<file path="config.mk">
export PLATFORM = sky130hd
export DESIGN_NAME = dropout_mask_gen_flat
export DESIGN_NICKNAME = d
export VERILOG_FILES = /design/src/rtl/dropout_pkg.sv /design/src/rtl/dropout_mask_gen_if.sv /design/src/rtl/dropout_lfsr16.sv /design/src/rtl/dropout_mask_gen.sv /design/src/flat_wrapper.sv
export SDC_FILE = /design/constraint.sdc
export NUM_CORES = 1
export LEC_CHECK = 0
export ABC_AREA = 1
export BUFFER_PORTS_ARGS = -buffer_cell sky130_fd_sc_hd__buf_2
export CAP_MARGIN = 40
export CORE_MARGIN = 10
export CORE_UTILIZATION = 56
export DETAILED_ROUTE_END_ITERATION = 8
export PLACE_DENSITY = 0.88
export SLEW_MARGIN = 40
export SYNTH_ARGS = -nofsm -noshare
export SYNTH_HDL_FRONTEND = slang
export SYNTH_SLANG_ARGS = --single-unit
export TNS_END_PERCENT = 20
</file>
<file path="constraint.sdc">
create_clock -name clk -period 1.9 [get_ports clk]
set_clock_uncertainty 0.2 [all_clocks]
set_input_delay 0.095 -clock clk [delete_from_list [all_inputs] [get_ports clk]]
set_output_delay 0.095 -clock clk [all_outputs]
set_load 0.01 [all_outputs]
</file>
<file path="src/rtl/dropout_pkg.sv">
// dropout_pkg: shared LFSR constants, mask FSM states and the Galois step function.
package dropout_pkg;
  localparam int LFSR_W = 16;
  localparam logic [LFSR_W-1:0] LFSR_TAPS = 16'hB400;
  localparam logic [LFSR_W-1:0] DEFAULT_SEED = 16'hACE1;
  typedef enum logic [1:0] {IDLE, BUILD, HOLD} mask_state_t;
  function automatic logic [LFSR_W-1:0] lfsr_step(input logic [LFSR_W-1:0] s);
    return {1'b0, s[LFSR_W-1:1]} ^ (s[0] ? LFSR_TAPS : '0);
  endfunction
endpackage

</file>
<file path="src/rtl/dropout_mask_gen_if.sv">
// dropout_mask_gen_if: valid/ready mask channel between the generator and the dropout stage.
interface dropout_mask_gen_if #(parameter int WIDTH = 8);
  logic [WIDTH-1:0] mask_out;
  logic mask_valid;
  logic mask_ready;
  modport master (output mask_out, mask_valid, input mask_ready);
  modport slave (input mask_out, mask_valid, output mask_ready);
endinterface

</file>
<file path="src/rtl/dropout_lfsr16.sv">
// dropout_lfsr16: single-step Galois LFSR with enable, load and zero-seed substitution.
module dropout_lfsr16
  import dropout_pkg::*;
#(
  parameter logic [LFSR_W-1:0] SEED = DEFAULT_SEED
) (
  input  logic              clk,
  input  logic              reset,
  input  logic              en,
  input  logic              load,
  input  logic [LFSR_W-1:0] seed_in,
  output logic [7:0]        nxt_lo
);
  logic [LFSR_W-1:0] q;
  logic [LFSR_W-1:0] nxt;
  assign nxt = lfsr_step(q);
  assign nxt_lo = nxt[7:0];
  always_ff @(posedge clk or posedge reset)
    if (reset) q <= SEED;
    else if (load) q <= (seed_in == '0) ? SEED : seed_in;
    else if (en) q <= nxt;
endmodule

</file>
<file path="src/rtl/dropout_mask_gen.sv">
// dropout_mask_gen: serial LFSR keep-mask builder with valid/ready output.
// Optional drop-bit statistics counter under DROPOUT_MASK_STATS_EN.
module dropout_mask_gen
  import dropout_pkg::*;
#(
  parameter int          WIDTH = 8,
  parameter logic [15:0] SEED  = DEFAULT_SEED
) (
  input  logic        clk,
  input  logic        reset,
  input  logic        enable,
  input  logic        seed_load,
  input  logic [15:0] seed_in,
  input  logic [7:0]  drop_rate,
  dropout_mask_gen_if.master m
`ifdef DROPOUT_MASK_STATS_EN
  ,
  output logic [15:0] drop_cnt
`endif
);
  localparam int IDX_W = (WIDTH > 1) ? $clog2(WIDTH) : 1;
  mask_state_t state, state_n;
  logic [IDX_W-1:0] bit_idx, bit_idx_n;
  logic [7:0] rate_q, rate_n;
  logic [WIDTH-1:0] mask_sr, mask_sr_n, mask_q, mask_n;
  logic [7:0] lfsr_nxt;
  logic step, keep, hs, last, restart;
  assign step = enable && state == BUILD && !seed_load;
  assign keep = lfsr_nxt >= rate_q;
  assign hs = m.mask_valid && m.mask_ready;
  assign last = bit_idx == IDX_W'(WIDTH - 1);
  assign restart = seed_load || (state == IDLE && enable) || (state == HOLD && hs);
  assign m.mask_valid = state == HOLD;
  assign m.mask_out = mask_q;
  dropout_lfsr16 #(.SEED(SEED)) u_lfsr (
    .clk(clk),
    .reset(reset),
    .en(step),
    .load(seed_load),
    .seed_in(seed_in),
    .nxt_lo(lfsr_nxt)
  );
  // every mask start (seed load, leaving IDLE, handshake) relatches the rate and clears the build
  always_comb begin
    state_n = state;
    bit_idx_n = bit_idx;
    rate_n = rate_q;
    mask_sr_n = mask_sr;
    mask_n = mask_q;
    if (restart) begin
      state_n = enable ? BUILD : IDLE;
      rate_n = drop_rate;
      bit_idx_n = '0;
      mask_sr_n = '0;
    end else if (step) begin
      mask_sr_n[bit_idx] = keep;
      bit_idx_n = last ? '0 : bit_idx + 1'b1;
      state_n = last ? HOLD : BUILD;
      mask_n = last ? mask_sr_n : mask_q;
    end
  end
  always_ff @(posedge clk or posedge reset)
    if (reset) begin
      state <= IDLE;
      bit_idx <= '0;
      rate_q <= '0;
      mask_sr <= '0;
      mask_q <= '0;
    end else begin
      state <= state_n;
      bit_idx <= bit_idx_n;
      rate_q <= rate_n;
      mask_sr <= mask_sr_n;
      mask_q <= mask_n;
    end
`ifdef DROPOUT_MASK_STATS_EN
  logic [16:0] zeros, sum;
  assign zeros = 17'(WIDTH - $countones(mask_q));
  assign sum = {1'b0, drop_cnt} + zeros;
  always_ff @(posedge clk or posedge reset)
    if (reset) drop_cnt <= '0;
    else if (seed_load) drop_cnt <= '0;
    else if (hs) drop_cnt <= sum[16] ? 16'hFFFF : sum[15:0];
`endif
endmodule
</file>
<file path="src/flat_wrapper.sv">
// flat-port wrapper written by rule: the top's interface ports become plain ports
module dropout_mask_gen_flat import dropout_pkg::*;
#(
  parameter int          WIDTH = 8,
  parameter logic [15:0] SEED  = DEFAULT_SEED
)
  (clk, reset, enable, seed_load, seed_in, drop_rate, m_mask_out, m_mask_valid, m_mask_ready);
  dropout_mask_gen_if #(.WIDTH(WIDTH)) m_i ();
  input  logic clk;
  input  logic reset;
  input  logic enable;
  input  logic seed_load;
  input  logic [15:0] seed_in;
  input  logic [7:0] drop_rate;
  output wire logic [$bits(m_i.mask_out)-1:0] m_mask_out;
  output wire logic [$bits(m_i.mask_valid)-1:0] m_mask_valid;
  input wire logic [$bits(m_i.mask_ready)-1:0] m_mask_ready;
  assign m_mask_out = m_i.mask_out;
  assign m_mask_valid = m_i.mask_valid;
  assign m_i.mask_ready = m_mask_ready;
  dropout_mask_gen #(.WIDTH(WIDTH), .SEED(SEED)) u_core (.clk(clk), .reset(reset), .enable(enable), .seed_load(seed_load), .seed_in(seed_in), .drop_rate(drop_rate), .m(m_i));
endmodule
</file>
==> impl_metrics.toml, run 1 <==
[run_status]
outcome = "complete, no violations"

[sta]
tightest_slew_ns = 0.565
setup-tns-final_ns = 0
rsz0062_at_grt = "true"
fmax_mhz = 551
relSlewSlack = 0.623
finalSetupViolCount = 0
period_share = 0.954
fin_crit_ns = 1.81
hold_viol_final = 0
finalMaxSlewViolations = 0

[logic_synthesis]
synth_area_mm2 = 0.00241
seq_area_frac_synth = 0.470
synth-async-reset-ratio = 1.00
synth_top_cells_by_count = "nand2_1 (89), dfrtp_1 (37), nand3_1 (36)"
synth_top_area_share = 0.383
ys_ff_latch = 45
synth_edf_count = 0
yosysTopAreaCell = "dfrtp_1"
ys_types = 32
synth_most_common_cell = "nand2_1"
syn_inst = 297
yosysWarnings = 0
synth_area_leaders = "dfrtp_1 (38%), nand2_1 (14%), dfstp_2 (8.7%), nand3_1 (7.5%), ha_1 (5.2%)"
avgSynthCellArea_um2 = 8.13
synth_top_flop_cell = "dfrtp_1"
synth_nets = 336

[clock_network]
clock_sinks = 45
h-tree-depth = 2
cts_buffer_depth = 2
cts-buffers-inserted = 5
insertion_delay_ns = 0.30
clk_pin_slew_ns = 0.09
cts-root-buf = "clkbuf_8"
cts_tree = "built"

[global_routing]
grt.total_usage = 0.183
grt_use_met2 = 0.302
gr-usage-met1 = 0.211
grt_overflow = 0
grt_pass1_wl_um = 11000
busiest_layer = "met2"
grt_start_max_net_pins = 46
grt_pass1_vias = 2307
grt_use_met3 = 0.0539
antenna_found_initial = 0

[worst_setup_path]
slowest_delay_ns = 0.40
r2r_cells = 10
critPathLaunchType = "flip-flop"
crit_type = "flip-flop to flip-flop"
cp.required_ns = 1.90
critPathMostFrequentCell = "nand2_1"
cp.depth = 10
slowest_stage = "dfrtp_1"
critPathCaptureType = "flip-flop"
crit_fanout = 8
arrival_ns = 1.81
crit_buf_inv = 1
cp_cell_sequence = "inv_1 > ha_1 > nand2_1 > nor2_1 > nor2_1 > nand2_1 > nand2_2 > nand3_1 > nand3_1 > nand2_1"
crit_family = "simple AND/OR/NAND/NOR gates"

[drt]
dr.pass1.iters = 5
drc = 0
wl_um = 6570
antenna_left = 0
dr.first_iter.drc_count = 214
num_vias = 2306
wl_per_cell_um = 15.8
vias_per_cell = 5.53

[power]
power_density_mw_per_mm2 = 759
power_leakage_uw = 0.00164
p_seq_frac = 0.471
ir_drop_mv = 0.542
finalPower_uw = 2340
p_int_uw = 1660
switching_share = 0.288
p_clk_frac = 0.337
p_switching_uw = 673
p_comb_frac = 0.193

[floorplanning]
die_h_um = 85.7
core_area_mm2 = 0.00409
start_util = 0.591
chipWidth_um = 85.7
io_pins = 38
rows = 23
die_area_mm2 = 0.00734

[placed_design]
gp_congestion = 0.907
numPortBuffers = 37
dp_hpwl_um = 3940

[final_layout]
layout.nets = 405
drive_gt1_frac = 0.229
syn_to_final_growth_pct = 27.4
n_fill_cell = 278
diodes = 0

[run]
maxCapViolations = 0

[worst_hold_path]
hold_class = "input pin to flip-flop"
holdPathStages = 4
==> worst paths after layout <==
path | start | end | slack, ns
min in group asynchronous | reset | u_core.mask_sr[0] | 0.25
setup / recovery | u_core.u_lfsr.q[1] | u_core.m.mask_out[5] | 0.09
hold / removal | m_mask_ready | u_core.bit_idx[1] | 0.006
hold reg to reg | u_core.u_lfsr.q[10] | u_core.u_lfsr.q[10] | 0.28
setup reg to reg | u_core.u_lfsr.q[1] | u_core.m.mask_out[5] | 0.09
max in group asynchronous | reset | u_core.u_lfsr.q[15] | 0.85
==> repair_timing <==
action / 4_1_cts / 5_1_grt
hold endpoints to repair: 62 / 0
hold buffers: 27 / 0
gates resized for setup: 0 / 7
buffers inserted: 0 / 0
setup endpoints to repair: 0 / 16
==> through the flow <==
step                      hold slack [ns]   util  setup slack [ns]  area, µm²  std cells
after floorplan                    0.0216      -             0.224       2410        297
after global placement             0.0616  0.648             0.126       2650        382
after detailed placement           0.0632  0.648            0.0843       2650        382
after CTS                         0.00810  0.743            0.0656       3040        417
after global routing               0.0231  0.753          -0.00760       3080        417
final                             0.00591  0.753            0.0867       3080        417
==> power groups by stage <==
| stage | registers [µW] | clock network (µW) | logic, µW |
|---|---|---|---|
| 6_report | 1100 | 786 | 450 |
| 5_1_grt | 1110 | 821 | 504 |
| 4_1_cts | 1090 | 777 | 412 |
| 3_5_place_dp | 1110 | 0 | 367 |
| 3_3_place_gp | 1110 | 0 | 352 |
| 2_1_floorplan | 1090 | 0 | 272 |
==> metal layers <==
| layer | vias up | routed length, µm |
|---|---|---|
| li1 | 1097 | - |
| met1 | 1075 | 2630 |
| met2 | 99 | 3150 |
| met3 | 35 | 465 |
| met4 | 0 | 333 |
| met5 | - | 0 |
==> flip-flops by register name (all words and copies together), names as in the netlist <==
name and flops:
u_core.state 2, u_core.u_lfsr.q 16, u_core.bit_idx 3, u_core.mask_sr 8
u_core.rate_q 8, u_core.m.mask_out 8
==> worst min-delay path: stages <==
cell	delay, ns
buf_2	0.09
nand2_2	0.08
nand4_2	0.13
o21ai_0	0.08
==> cell type report <==
type	instances	area, µm²	area share
multi-input combinational	209	1130	0.366
clock inverter	2	37.5	0.0122
clock buffer	6	82.6	0.0269
timing repair buffer	68	489	0.159
inverter	37	141	0.0460
tap	50	62.6	0.0203
sequential	45	1140	0.369
==> cells in the final DEF (no fill, tap or decap), types with 3 or more instances in the layout <==
cell type       n
buf_2          37
inv_2           3
nand2_1        88
dfstp_2         8
dfrtp_1        37
o22ai_1         6
nand3_1        33
ha_1            9
inv_1          32
nand2_2         3
clkbuf_8        6
nor2_1         16
a21oi_1         3
or2_2           8
nor3_1          7
nand3_2         3
o21ai_0         6
buf_4           3
dlygate4sd3_1  27
o21ai_1         9
==> cells by family (layout without fill, tap and decap cells) <==
| group | after synthesis | in the layout | synth area share |
|---|---|---|---|
| and+or+nand+nor | 167 | 167 | 0.321 |
| DFF | 45 | 45 | 0.470 |
| buffers and inverters | 43 | 113 | 0.0772 |
| AOI/OAI and AO/OA | 29 | 29 | 0.0684 |
| adders and majority gates | 10 | 10 | 0.0518 |
| xor gates and xnor gates | 3 | 3 | 0.0109 |
Note: power is estimated with default switching activity, not from simulation.
==> run 2: changes to the inputs <==
--- a/config.mk
+++ b/config.mk
@@ -5,13 +5,13 @@
 export SDC_FILE = /design/constraint.sdc
 export NUM_CORES = 1
 export LEC_CHECK = 0
-export ABC_AREA = 1
 export BUFFER_PORTS_ARGS = -buffer_cell sky130_fd_sc_hd__buf_2
 export CAP_MARGIN = 40
 export CORE_MARGIN = 10
-export CORE_UTILIZATION = 56
+export CORE_UTILIZATION = 57
+export CTS_CLUSTER_SIZE = 24
 export DETAILED_ROUTE_END_ITERATION = 8
-export PLACE_DENSITY = 0.88
+export PLACE_DENSITY = 0.89
 export SLEW_MARGIN = 40
 export SYNTH_ARGS = -nofsm -noshare
 export SYNTH_HDL_FRONTEND = slang
==> run 2 against run 1 <==
Effect of this change:
- the flow now finishes with violations (setup timing)
- worst hold slack gained 0.10 ns
- design area grew 7.4%
- sequential power about the same
- sequential share of layout area fell by 2.5 points
- setup slack worse by 0.12 ns
- first-iteration DRC count up 70%
- routed wire length increased by 24%
- die area rose by 2.6%
- largest power group unchanged
==> impl_metrics.toml, run 2 <==
[drt]
antenna_left = 0
drc = 0
dr.pass1.iters = 5
wl_per_cell_um = 21.3
wl_um = 8130
dr.first_iter.drc_count = 363
vias_per_cell = 6.62
num_vias = 2527

[logic_synthesis]
synth_top_area_share = 0.364
avgSynthCellArea_um2 = 10.1
synth_top_cells_by_count = "dfrtp_1 (37), o21ai_0 (27), nand2_1 (22)"
ys_types = 42
synth-async-reset-ratio = 1.00
yosysTopAreaCell = "dfrtp_1"
seq_area_frac_synth = 0.447
ys_ff_latch = 45
synth_edf_count = 0
synth_top_flop_cell = "dfrtp_1"
syn_inst = 252
yosysWarnings = 0
synth_nets = 291
synth_area_mm2 = 0.00254
synth_area_leaders = "dfrtp_1 (36%), dfstp_2 (8.3%), o21ai_0 (5.3%), ha_1 (4.9%), o211ai_1 (4.4%)"
synth_most_common_cell = "dfrtp_1"

[clock_network]
clock_sinks = 45
h-tree-depth = 2
cts-buffers-inserted = 5
cts_buffer_depth = 2
clk_pin_slew_ns = 0.08
insertion_delay_ns = 0.30
cts-root-buf = "clkbuf_8"
cts_tree = "built"

[sta]
hold_viol_final = 0
setup_ws_ns = -0.0356
fmax_mhz = 517
period_share = 1.02
finalSetupViolCount = 4
fin_crit_ns = 1.94
finalMaxSlewViolations = 0
whs_ns = 0.107
rsz0062_at_grt = "true"
tightest_slew_ns = 0.563
relSlewSlack = 0.625

[global_routing]
grt_start_max_net_pins = 46
grt_pass1_vias = 2447
grt_pass1_wl_um = 12200
antenna_found_initial = 1
grt_overflow = 0
grt.total_usage = 0.202

[power]
ir_drop_mv = 0.500
power_density_mw_per_mm2 = 696
power_leakage_uw = 0.00156
finalPower_uw = 2300

[floorplanning]
core_area_mm2 = 0.00432
die_h_um = 86.8
die_area_mm2 = 0.00753
start_util = 0.588
rows = 24
chipWidth_um = 86.8
io_pins = 38

[worst_setup_path]
r2r_cells = 5
cp.required_ns = 1.86
critPathLaunchType = "flip-flop"
crit_fanout = 8
cp_cell_sequence = "ha_1 > nand3_1 > nand3_2 > nor2_4 > a31oi_1"
rrSetupSlack_ns = -0.04
r2r-start = "u_core.u_lfsr.q[7]"
r2r_end = "u_core.m.mask_out[5]"
crit_type = "flip-flop to flip-flop"
critPathCaptureType = "flip-flop"
arrival_ns = 1.89
slowest_delay_ns = 0.57
slowest_stage = "dfstp_2"

[run_status]
failed_checks = "setup timing"
outcome = "complete, but fails checks"

[final_layout]
n_fill_cell = 251
final_cell_mix = "buf_2 (37), dfrtp_1 (37), o21ai_0 (27)"
drive_gt1_frac = 0.304
regMostFlops = "u_core.u_lfsr.q"
stdcell_count = 382
largest_register_ffs = 16
utilization = 0.764
layout.nets = 367
syn_to_final_growth_pct = 29.9

[worst_hold_path]
holdPathStages = 4
holdPathEnd = "u_core.u_lfsr.q[12]"
hold_class = "input pin to flip-flop"
min_from = "seed_load"

[placed_design]
post-place-ws_ns = -0.132
dp_hpwl_um = 4330
gp_congestion = 0.870
numPortBuffers = 37
dpl.cell_count = 345

[run]
maxCapViolations = 0
run 2: changes by cell type in the layout (fill, tap and decap cells not counted), sizes merged, moves of 8 or more:
cell,change
a21boi,+8
a31oi,+9
buf,+16
inv,-22
mux2i,+8
nand2,-68
nand3,-27
o211ai,+14
o21ai,+13
o22a,+8
or2,-9
run 2: report_power, final:
part | total (µW) | internal (µW) | switching, µW
Sequential | 1090 | 1040 | 53.1
Clock | 617 | 297 | 320
Combinational | 593 | 279 | 314
run 2: worst max path at each step:
stage                      endpoint               start
2_1_floorplan  u_core.m.mask_out[1]  u_core.u_lfsr.q[8]
3_3_place_gp   u_core.m.mask_out[0]  u_core.u_lfsr.q[2]
3_5_place_dp   u_core.m.mask_out[5]  u_core.u_lfsr.q[2]
4_1_cts        u_core.m.mask_out[5]  u_core.u_lfsr.q[8]
5_1_grt           u_core.mask_sr[7]  u_core.u_lfsr.q[7]
6_report       u_core.m.mask_out[5]  u_core.u_lfsr.q[7]
run 2: layer usage:
metal / share of wire / track usage / wire length (µm) / up-vias
li1: - / - / - / 1074
met1: 0.38 / 0.234 / 3050 / 1215
met2: 0.48 / 0.334 / 3930 / 190
met3: 0.082 / 0.0441 / 667 / 48
met4: 0.059 / 0.113 / 477 / 0
met5: 0 / 0 / 0 / -
run 2: final cells by class:
type | instances | area [µm²] | area share
clock buffer | 8 | 90.1 | 0.0273
multi-input combinational | 179 | 1350 | 0.407
inverter | 14 | 52.6 | 0.0159
timing repair buffer | 83 | 612 | 0.185
antenna | 1 | 2.50 | 0.000758
sequential | 45 | 1140 | 0.344
tap | 52 | 65.1 | 0.0197
run 2: per-stage QoR:
| stage | setup TNS [ns] | cell area [µm²] |
|---|---|---|
| global placement | -0.714 | 2850 |
| global route | -0.364 | 3300 |
| CTS | 0 | 3210 |
| finish | -0.0812 | 3300 |
| detailed placement | -0.869 | 2850 |
| floorplan | 0 | 2540 |
run 2: logic make-up (layout without fill, tap and decap cells):
logic type	count (synthesis)	count (layout)	share of synthesized area
AND/OR/NAND/NOR	72	72	0.163
flip-flops	45	45	0.447
AO/OA/AOI/OAI	79	79	0.205
multiplexers	15	15	0.0684
XOR/XNOR	3	3	0.0103
adder cells (fa/ha/maj)	10	10	0.0492
buffers and inverters	28	105	0.0571
other	0	1	0
run 2: timing repair:
item | 4_1_cts | 5_1_grt
hold endpoints to repair | 62 | 0
gates resized for setup | 3 | 13
pin swaps | 0 | 6
hold buffers | 26 | 0
buffers inserted | 0 | 2
setup endpoints to repair | 14 | 15
run 2: worst max-delay path: cells and delay by family (launching register included):
family                     cells  cell delay [ns]
AOI/OAI and AO/OA              1             0.15
adders and majority gates      1             0.29
DFF                            1             0.57
and+or+nand+nor                3             0.57
==> run 3: changes to the inputs <==
--- a/config.mk
+++ b/config.mk
@@ -5,13 +5,13 @@
 export SDC_FILE = /design/constraint.sdc
 export NUM_CORES = 1
 export LEC_CHECK = 0
-export BUFFER_PORTS_ARGS = -buffer_cell sky130_fd_sc_hd__buf_2
 export CAP_MARGIN = 40
 export CORE_MARGIN = 10
-export CORE_UTILIZATION = 57
+export CORE_UTILIZATION = 55
 export CTS_CLUSTER_SIZE = 24
 export DETAILED_ROUTE_END_ITERATION = 8
-export PLACE_DENSITY = 0.89
+export DONT_BUFFER_PORTS = 1
+export PLACE_DENSITY = 0.79
 export SLEW_MARGIN = 40
 export SYNTH_ARGS = -nofsm -noshare
 export SYNTH_HDL_FRONTEND = slang
==> run 3 against run 2 <==
Effect of this change:
- the run ends with hold timing left
- sequential share of layout area is 4.4 points higher
- setup slack improved by 0.094 ns
- total power down 5.3%
- final cell count decreased by 15%
- first-iteration DRC count decreased by 71%
- worst hold slack worse by 0.40 ns
- critical path depth is 2 higher
- flip-flop and latch count is the same
- core utilization fell by 9.9 points
==> impl_metrics.toml, run 3 (synthesis gave the netlist of run 2 again) <==
[run_status]
outcome = "complete, but fails checks"
failed_checks = "hold timing"

[worst_setup_path]
critPathLaunchType = "flip-flop"
crit_fanout = 7
crit_end = "u_core.mask_sr[1]"
crit_type = "flip-flop to flip-flop"
crit_family = "compound AO/OA/AOI/OAI gates"
cp.depth = 7
r2r_end = "u_core.mask_sr[1]"
cp_cell_sequence = "inv_1 > ha_4 > a31oi_1 > nor2b_1 > buf_4 > o21ai_4 > o211ai_1"
slowest_stage = "dfrtp_1"
r2r-start = "u_core.rate_q[2]"
slowest_delay_ns = 0.36
r2r_cells = 7
cp.required_ns = 1.88
crit_buf_inv = 2
critPathLaunch = "u_core.rate_q[2]"
rrSetupSlack_ns = 0.06
arrival_ns = 1.82
critPathCaptureType = "flip-flop"

[floorplanning]
core_area_mm2 = 0.00441
start_util = 0.576
chipWidth_um = 88.0
die_area_mm2 = 0.00774
die_h_um = 88.0
io_pins = 38
rows = 24

[placed_design]
numPortBuffers = 0
dp_hpwl_um = 4200
gp_congestion = 0.800
dpl.cell_count = 306

[power]
ir_drop_mv = 0.542
power_leakage_uw = 0.00132
finalPower_uw = 2180
power_density_mw_per_mm2 = 742

[clock_network]
clock_sinks = 45
insertion_delay_ns = 0.30
cts-root-buf = "clkbuf_8"
h-tree-depth = 2
cts_hold_buf = 12
cts_setup_buffers = 0
clk_pin_slew_ns = 0.09
cts_buffer_depth = 2
cts_tree = "built"
cts-buffers-inserted = 5

[final_layout]
syn_to_final_growth_pct = 15.5
diodes = 0
largest_register_ffs = 16
n_fill_cell = 320
regMostFlops = "u_core.u_lfsr.q"
layout.nets = 312
drive_gt1_frac = 0.208
utilization = 0.665
final_cell_mix = "dfrtp_1 (36), o21ai_0 (27), nand2_1 (22)"
stdcell_count = 326
final_common_cell = "dfrtp_1"

[drt]
num_vias = 2007
drc = 0
wl_per_cell_um = 17.8
antenna_left = 0
vias_per_cell = 6.16
dr.first_iter.drc_count = 105
wl_um = 5810
dr.pass1.iters = 4

[sta]
hold_viol_final = 27
tightest_slew_ns = 0.646
relSlewSlack = 0.567
whs_ns = -0.288
period_share = 0.969
finalSetupViolCount = 0
fmax_mhz = 543
finalMaxSlewViolations = 0
fin_crit_ns = 1.84

[worst_hold_path]
hold_class = "input pin to flip-flop"

[global_routing]
grt_overflow = 0
grt_pass1_wl_um = 9960
grt_start_max_net_pins = 31
grt_pass1_vias = 2009
grt.total_usage = 0.159
antenna_found_initial = 0

[run]
maxCapViolations = 0
[run 3: cell types whose count changed in the layout (fill, tap and decap cells not counted), moves of 2 or more]
cell	before	now
a21oi_1	2	4
a21oi_2	3	1
buf_2	37	0
buf_4	18	15
clkbuf_1	2	0
dlygate4sd3_1	26	12
inv_1	13	11
[run 3: worst reg2reg max path: stages (launching register included)]
cell and delay (ns):
dfrtp_1 0.36, inv_1 0.13, ha_4 0.23, a31oi_1 0.16, nor2b_1 0.11, buf_4 0.16, o21ai_4 0.24, o211ai_1 0.14
[run 3: repair_timing]
item / CTS / global route
hold endpoints to repair: 74 / 23
resized for setup: 2 / 9
pin swaps: 0 / 7
setup endpoints to repair: 14 / 17
[run 3: layout make-up]
cell class,instances,area [µm²],share of cell area
multi-input combinational,179,1330,0.452
sequential,45,1140,0.387
inverter,14,52.6,0.0179
clock buffer,7,96.3,0.0328
clock inverter,1,5.00,0.00171
tap,52,65.1,0.0222
timing repair buffer,28,253,0.0861
[run 3: layer usage]
metal	part of all wire	global-route usage	up-vias
met5	0	0	-
met4	0.0086	0.0449	0
met3	0.079	0.0594	5
met2	0.47	0.239	63
met1	0.44	0.207	974
li1	-	-	965
[run 3: report_power, final]
part | internal, µW | switching, µW | leakage [µW]
Combinational | 216 | 228 | 0.000699
Clock | 329 | 320 | 0.0000542
Sequential | 1040 | 49.3 | 0.000566
[run 3: worst min path at each step]
stage | start | endpoint | slack [ns] | depth (start not counted)
after floorplan | drop_rate[1] | u_core.rate_q[1] | 0.01 | 2
after global placement | reset | u_core.state[0] | -0.18 | 1
after detailed placement | reset | u_core.state[1] | -0.18 | 1
after CTS | seed_load | u_core.u_lfsr.q[14] | -0.30 | 1
after global routing | seed_load | u_core.u_lfsr.q[14] | -0.29 | 1
final | seed_load | u_core.u_lfsr.q[14] | -0.29 | 1
[run 3: stage by stage]
step                setup TNS (ns)  area, µm²  worst slack, ns
floorplan                        0       2540            0.120
global placement            -0.708       2650          -0.0960
detailed placement           -1.53       2650           -0.190
CTS                              0       2880           0.0194
global route                -0.719       2940          -0.0620
finish                           0       2940           0.0582
